## config.mk

```make
export PLATFORM = sky130hd
export DESIGN_NAME = shr_seq
export DESIGN_NICKNAME = d
export VERILOG_FILES = /design/src/rtl/shr_pkg.sv /design/src/rtl/shr_stage.sv /design/src/rtl/shr_seq.sv
export SDC_FILE = /design/constraint.sdc
export NUM_CORES = 1
export LEC_CHECK = 0
export BUFFER_PORTS_ARGS = -buffer_cell sky130_fd_sc_hd__buf_4
export CAP_MARGIN = 20
export CORE_MARGIN = 1.5
export CORE_UTILIZATION = 57
export DETAILED_ROUTE_END_ITERATION = 6
export GPL_TIMING_DRIVEN = 0
export PLACE_DENSITY = 0.85
export SKIP_LAST_GASP = 1
export SYNTH_ARGS = -nofsm -noshare
export SYNTH_HDL_FRONTEND = slang
export SYNTH_SLANG_ARGS = --single-unit
```

## constraint.sdc

```tcl
create_clock -name clk -period 3.25 [get_ports clk]
set_clock_uncertainty 0.1 [all_clocks]
set_input_delay 0.975 -clock clk [delete_from_list [all_inputs] [get_ports clk]]
set_output_delay 0.975 -clock clk [all_outputs]
set_load 0.02 [all_outputs]
```

## src/rtl/shr_pkg.sv

```systemverilog
// Shared types and defaults for the multi-cycle right shifter (shr_seq).
package shr_pkg;

    localparam int unsigned SHR_DEF_WIDTH = 32;

    typedef enum logic [1:0] {
        IDLE,
        SHIFT,
        DONE
    } shr_state_t;

endpackage

```

## src/rtl/shr_stage.sv

```systemverilog
// One combinational right-shift stage: shifts by dist_i when en_i, filling vacated MSBs
// with fill_i.
module shr_stage
    import shr_pkg::*;
#(
    parameter int unsigned WIDTH = SHR_DEF_WIDTH,
    localparam int unsigned DIST_W = $clog2(WIDTH)
) (
    input  logic [WIDTH-1:0]  data_i,
    input  logic              en_i,
    input  logic [DIST_W-1:0] dist_i,
    input  logic              fill_i,
    output logic [WIDTH-1:0]  data_o
);

    logic [WIDTH-1:0] fill_mask;

    always_comb begin
        // Ones exactly in the bit positions vacated by the shift.
        fill_mask = ~({WIDTH{1'b1}} >> dist_i);
        data_o    = data_i;
        if (en_i) begin
            data_o = (data_i >> dist_i) | (fill_i ? fill_mask : '0);
        end
    end

endmodule

```

## src/rtl/shr_seq.sv

```systemverilog
// Multi-cycle right shifter resolving one shamt bit per clock with a start/busy/done handshake.
// Define SHR_ARITH_EN to add the arith_i port and arithmetic (sra) fill.
module shr_seq
    import shr_pkg::*;
#(
    parameter int unsigned WIDTH = SHR_DEF_WIDTH,
    localparam int unsigned SHAMT_W = $clog2(WIDTH)
) (
    input  logic               clk,
    input  logic               rst,
    input  logic               start_i,
    input  logic [SHAMT_W-1:0] shamt_i,
    input  logic [WIDTH-1:0]   target_i,
`ifdef SHR_ARITH_EN
    input  logic               arith_i,
`endif
    output logic               busy_o,
    output logic               done_o,
    output logic [WIDTH-1:0]   result_o
);

    localparam int unsigned CNT_W = $clog2(SHAMT_W);
    localparam logic [CNT_W-1:0] CntLast = CNT_W'(SHAMT_W - 1);

    shr_state_t         state_q;
    logic [WIDTH-1:0]   result_q;
    logic [SHAMT_W-1:0] shamt_q;
    logic [CNT_W-1:0]   cnt_q;
    logic               fill_q;
    logic               busy_q;
    logic               done_q;

    logic               start_fill;
    logic               stage_en;
    logic [SHAMT_W-1:0] stage_dist;
    logic [WIDTH-1:0]   stage_out;

`ifdef SHR_ARITH_EN
    // Sign bit is captured once at acceptance and reused for every stage.
    assign start_fill = arith_i & target_i[WIDTH-1];
`else
    assign start_fill = 1'b0;
`endif

    assign stage_en   = shamt_q[cnt_q];
    assign stage_dist = SHAMT_W'(1) << cnt_q;

    shr_stage #(
        .WIDTH (WIDTH)
    ) u_stage (
        .data_i (result_q),
        .en_i   (stage_en),
        .dist_i (stage_dist),
        .fill_i (fill_q),
        .data_o (stage_out)
    );

    always_ff @(posedge clk) begin
        if (rst) begin
            state_q  <= IDLE;
            result_q <= '0;
            shamt_q  <= '0;
            cnt_q    <= '0;
            fill_q   <= 1'b0;
            busy_q   <= 1'b0;
            done_q   <= 1'b0;
        end else begin
            unique case (state_q)
                IDLE, DONE: begin
                    done_q <= 1'b0;
                    if (start_i) begin
                        state_q  <= SHIFT;
                        busy_q   <= 1'b1;
                        result_q <= target_i;
                        shamt_q  <= shamt_i;
                        cnt_q    <= '0;
                        fill_q   <= start_fill;
                    end else begin
                        state_q <= IDLE;
                    end
                end
                SHIFT: begin
                    result_q <= stage_out;
                    cnt_q    <= cnt_q + CNT_W'(1);
                    if (cnt_q == CntLast) begin
                        state_q <= DONE;
                        busy_q  <= 1'b0;
                        done_q  <= 1'b1;
                    end
                end
                default: begin
                    state_q <= IDLE;
                    busy_q  <= 1'b0;
                    done_q  <= 1'b0;
                end
            endcase
        end
    end

    assign busy_o   = busy_q;
    assign done_o   = done_q;
    assign result_o = result_q;

endmodule

```

==> flow_metrics.env <==
export IMPL_io_pins=74
export IMPL_diodes=0
export IMPL_ctsHoldBuffers=0
export IMPL_fin_nets=582
export IMPL_die_area_um2=7516
export IMPL_fin_util_pct=70.57
export IMPL_drt_initial_drc_count=697
export IMPL_drc=0
export IMPL_path_class="reg -> reg"
export IMPL_crit_fanout=10
export IMPL_ant_nets=0
export IMPL_layout_drive_gt1_share_pct=30.91
export IMPL_yosys_warnings=0
export IMPL_vias_per_cell=7.272
export IMPL_ctsRootBufferMaster="clkbuf_8"
export IMPL_async_flop_share_pct=0
export IMPL_seq_area_frac_synth_pct=22.06
export IMPL_area_growth_pct=20.09
export IMPL_cp_end_kind="flip-flop"
export IMPL_numCtsBuffers=5
export IMPL_cts_sinks=44
export IMPL_hold_path_class="reg -> reg"
export IMPL_finalWorstPathRequiredPeriod_ns=3.202
export IMPL_status="finished clean"
export IMPL_mostFrequentLayoutCell="buf_4"
export IMPL_final_hold_violation_count=0
export IMPL_cts_tree="built"
export IMPL_rsz0062_at_grt="false"
export IMPL_post_cts_setup_buffers=0
export IMPL_synthesis_area_um2=3993
export IMPL_layout_common_cells="76 x buf_4, 57 x nor2_1, 44 x dfxtp_1"
export IMPL_worst_pin_slew_ns=1.044
export IMPL_total_power_mw=2.079
export IMPL_grt_max_degree=14
export IMPL_syn_nets=504
export IMPL_first_global_vias=4330
export IMPL_drv_slew=0
export IMPL_synthCells=459
export IMPL_wire_per_inst_um=26.21
export IMPL_power_leakage_nw=1.959
export IMPL_synth_ff_type="dfxtp_1"
export IMPL_synth_edf_count=0
export IMPL_ys_types=73
export IMPL_crit_required_ns=3.34
export IMPL_setup_ws_ns=0.04827
export IMPL_pre_cts_slack_ns=-0.004422
export IMPL_crit_arrival_ns=3.29
export IMPL_ys_ff_latch=44
export IMPL_post_cts_resized=1
export IMPL_gp_congestion=1.063
export IMPL_portBuffers=72
export IMPL_vdd_ir_drop_max_mv=0.2957
export IMPL_yosysTopAreaCell="dfxtp_1"
export IMPL_dr_pass1_iters=5
export IMPL_h_tree_depth=2
export IMPL_grt_usage_pct=44.86
export IMPL_grt_ovfl_total=0
export IMPL_fp_dieH_um=86.70
export IMPL_die_x_um=86.70
export IMPL_rows=30
export IMPL_final_setup_viol_count=0
export IMPL_yosysTopAreaCellShare_pct=22.06
export IMPL_drt_total_wl_um=16590
export IMPL_pwr_density_cell_nw_per_um2=433.5
export IMPL_clockBufferDepth=2
export IMPL_critPathLaunchType="flip-flop"
export IMPL_hpwl_um=12280
export IMPL_clk_pin_slew_ns=0.11
export IMPL_ys_top_cells_by_area="dfxtp_1 22%, mux4_2 11%, mux2i_1 7.3%, nor2_1 5.4%, mux2_2 4.5%"
export IMPL_antenna_found_initial=0
export IMPL_start_util_pct=58.77
export IMPL_grt_pass1_wl_um=24870
export IMPL_vias=4603
export IMPL_syn_avg_cell_area_um2=8.698
export IMPL_clkLatencyLatePin_ns=0.31
export IMPL_max_freq_ghz=0.3123
export IMPL_core_area_um2=6794
export IMPL_relSlewSlack_pct=29.87
export IMPL_tns_ns=0
export IMPL_min_period_over_period_pct=98.51
export IMPL_drv_cap=0
registers in the layout, indices dropped and copies added (netlist names):
register and cells:
result_o 32, shamt_q 5, cnt_q 3, state_q 2
busy_o 1, done_o 1
logic make-up (layout without fill, tap and decap cells):
| family | after synthesis | in the layout | share of synthesized area, % |
|---|---|---|---|
| mux | 64 | 64 | 22.50 |
| compound gates | 139 | 139 | 26.86 |
| flops | 44 | 44 | 22.06 |
| buf+inv | 55 | 133 | 7.866 |
| simple gates | 152 | 152 | 19.15 |
| fa+ha+maj | 5 | 5 | 1.567 |
routing by layer:
metal  up-vias  part of all wire, %  global-route usage, %
met4         0                  5.5                  22.73
met2       444                   45                  68.11
met5         -                    0                      0
met1      2143                   37                  59.73
li1       1926                    -                      -
met3        90                   13                  10.38
power by group:
part / total (mW) / leakage (nW) / internal, mW / switching, mW
Clock: 0.523 / 0.0642 / 0.303 / 0.220
Sequential: 0.686 / 0.363 / 0.587 / 0.0989
Combinational: 0.870 / 1.53 / 0.372 / 0.498
Total: 2.08 / 1.96 / 1.26 / 0.816
Yosys cell counts, types with 7 or more instances:
cell type / number
dfxtp_1: 44
clkbuf_1: 16
nor2_1: 57
buf_2: 13
nand3_1: 7
mux4_2: 19
buf_6: 8
nor3_1: 15
a221oi_1: 16
nand2_1: 32
mux2i_1: 29
a21oi_1: 26
mux2_2: 16
a211oi_1: 15
o22ai_1: 20
inv_1: 11
o21ai_0: 7
path summary, 6_finish.rpt:
kind                            from                         to  slack [ns]  cells past startpoint
min          shamt_q[4]$_SDFFE_PP0N_    shamt_q[4]$_SDFFE_PP0N_        0.36                      2
max            cnt_q[0]$_SDFFE_PP0P_  result_o[10]$_SDFFE_PP0P_        0.05                      9
max reg2reg    cnt_q[0]$_SDFFE_PP0P_  result_o[10]$_SDFFE_PP0P_        0.05                      9
min reg2reg  shamt_q[4]$_SDFFE_PP0N_    shamt_q[4]$_SDFFE_PP0N_        0.36                      2
through the flow:
step	std cells	cell area (um^2)	hold WS, ns
after floorplan	459	3993	0.3331
after global placement	627	4653	0.3394
after detailed placement	627	4653	0.3525
after CTS	634	4787	0.3635
after global routing	633	4795	0.3987
final	633	4795	0.3624
worst max-delay path, cell delays in order, from the launching register on:
cell and delay (ns):
dfxtp_1 0.54, inv_1 0.11, ha_1 0.27, buf_2 0.22, nand3b_1 0.35, o22ai_1 0.16, a2111oi_0 0.78, nor2_1 0.08
o21ai_0 0.33, a221oi_1 0.13
layout make-up:
class / count / area (um^2)
Tap cell: 96 / 120.1
Multi-Input combinational cell: 360 / 2814
Clock inverter: 2 / 60.06
Timing Repair Buffer: 72 / 540.5
Fill cell: 560 / 1999
Inverter: 11 / 41.29
Buffer: 43 / 269.0
Sequential cell: 44 / 880.8
Clock buffer: 5 / 68.82
Power figures use the tool's default switching activity.
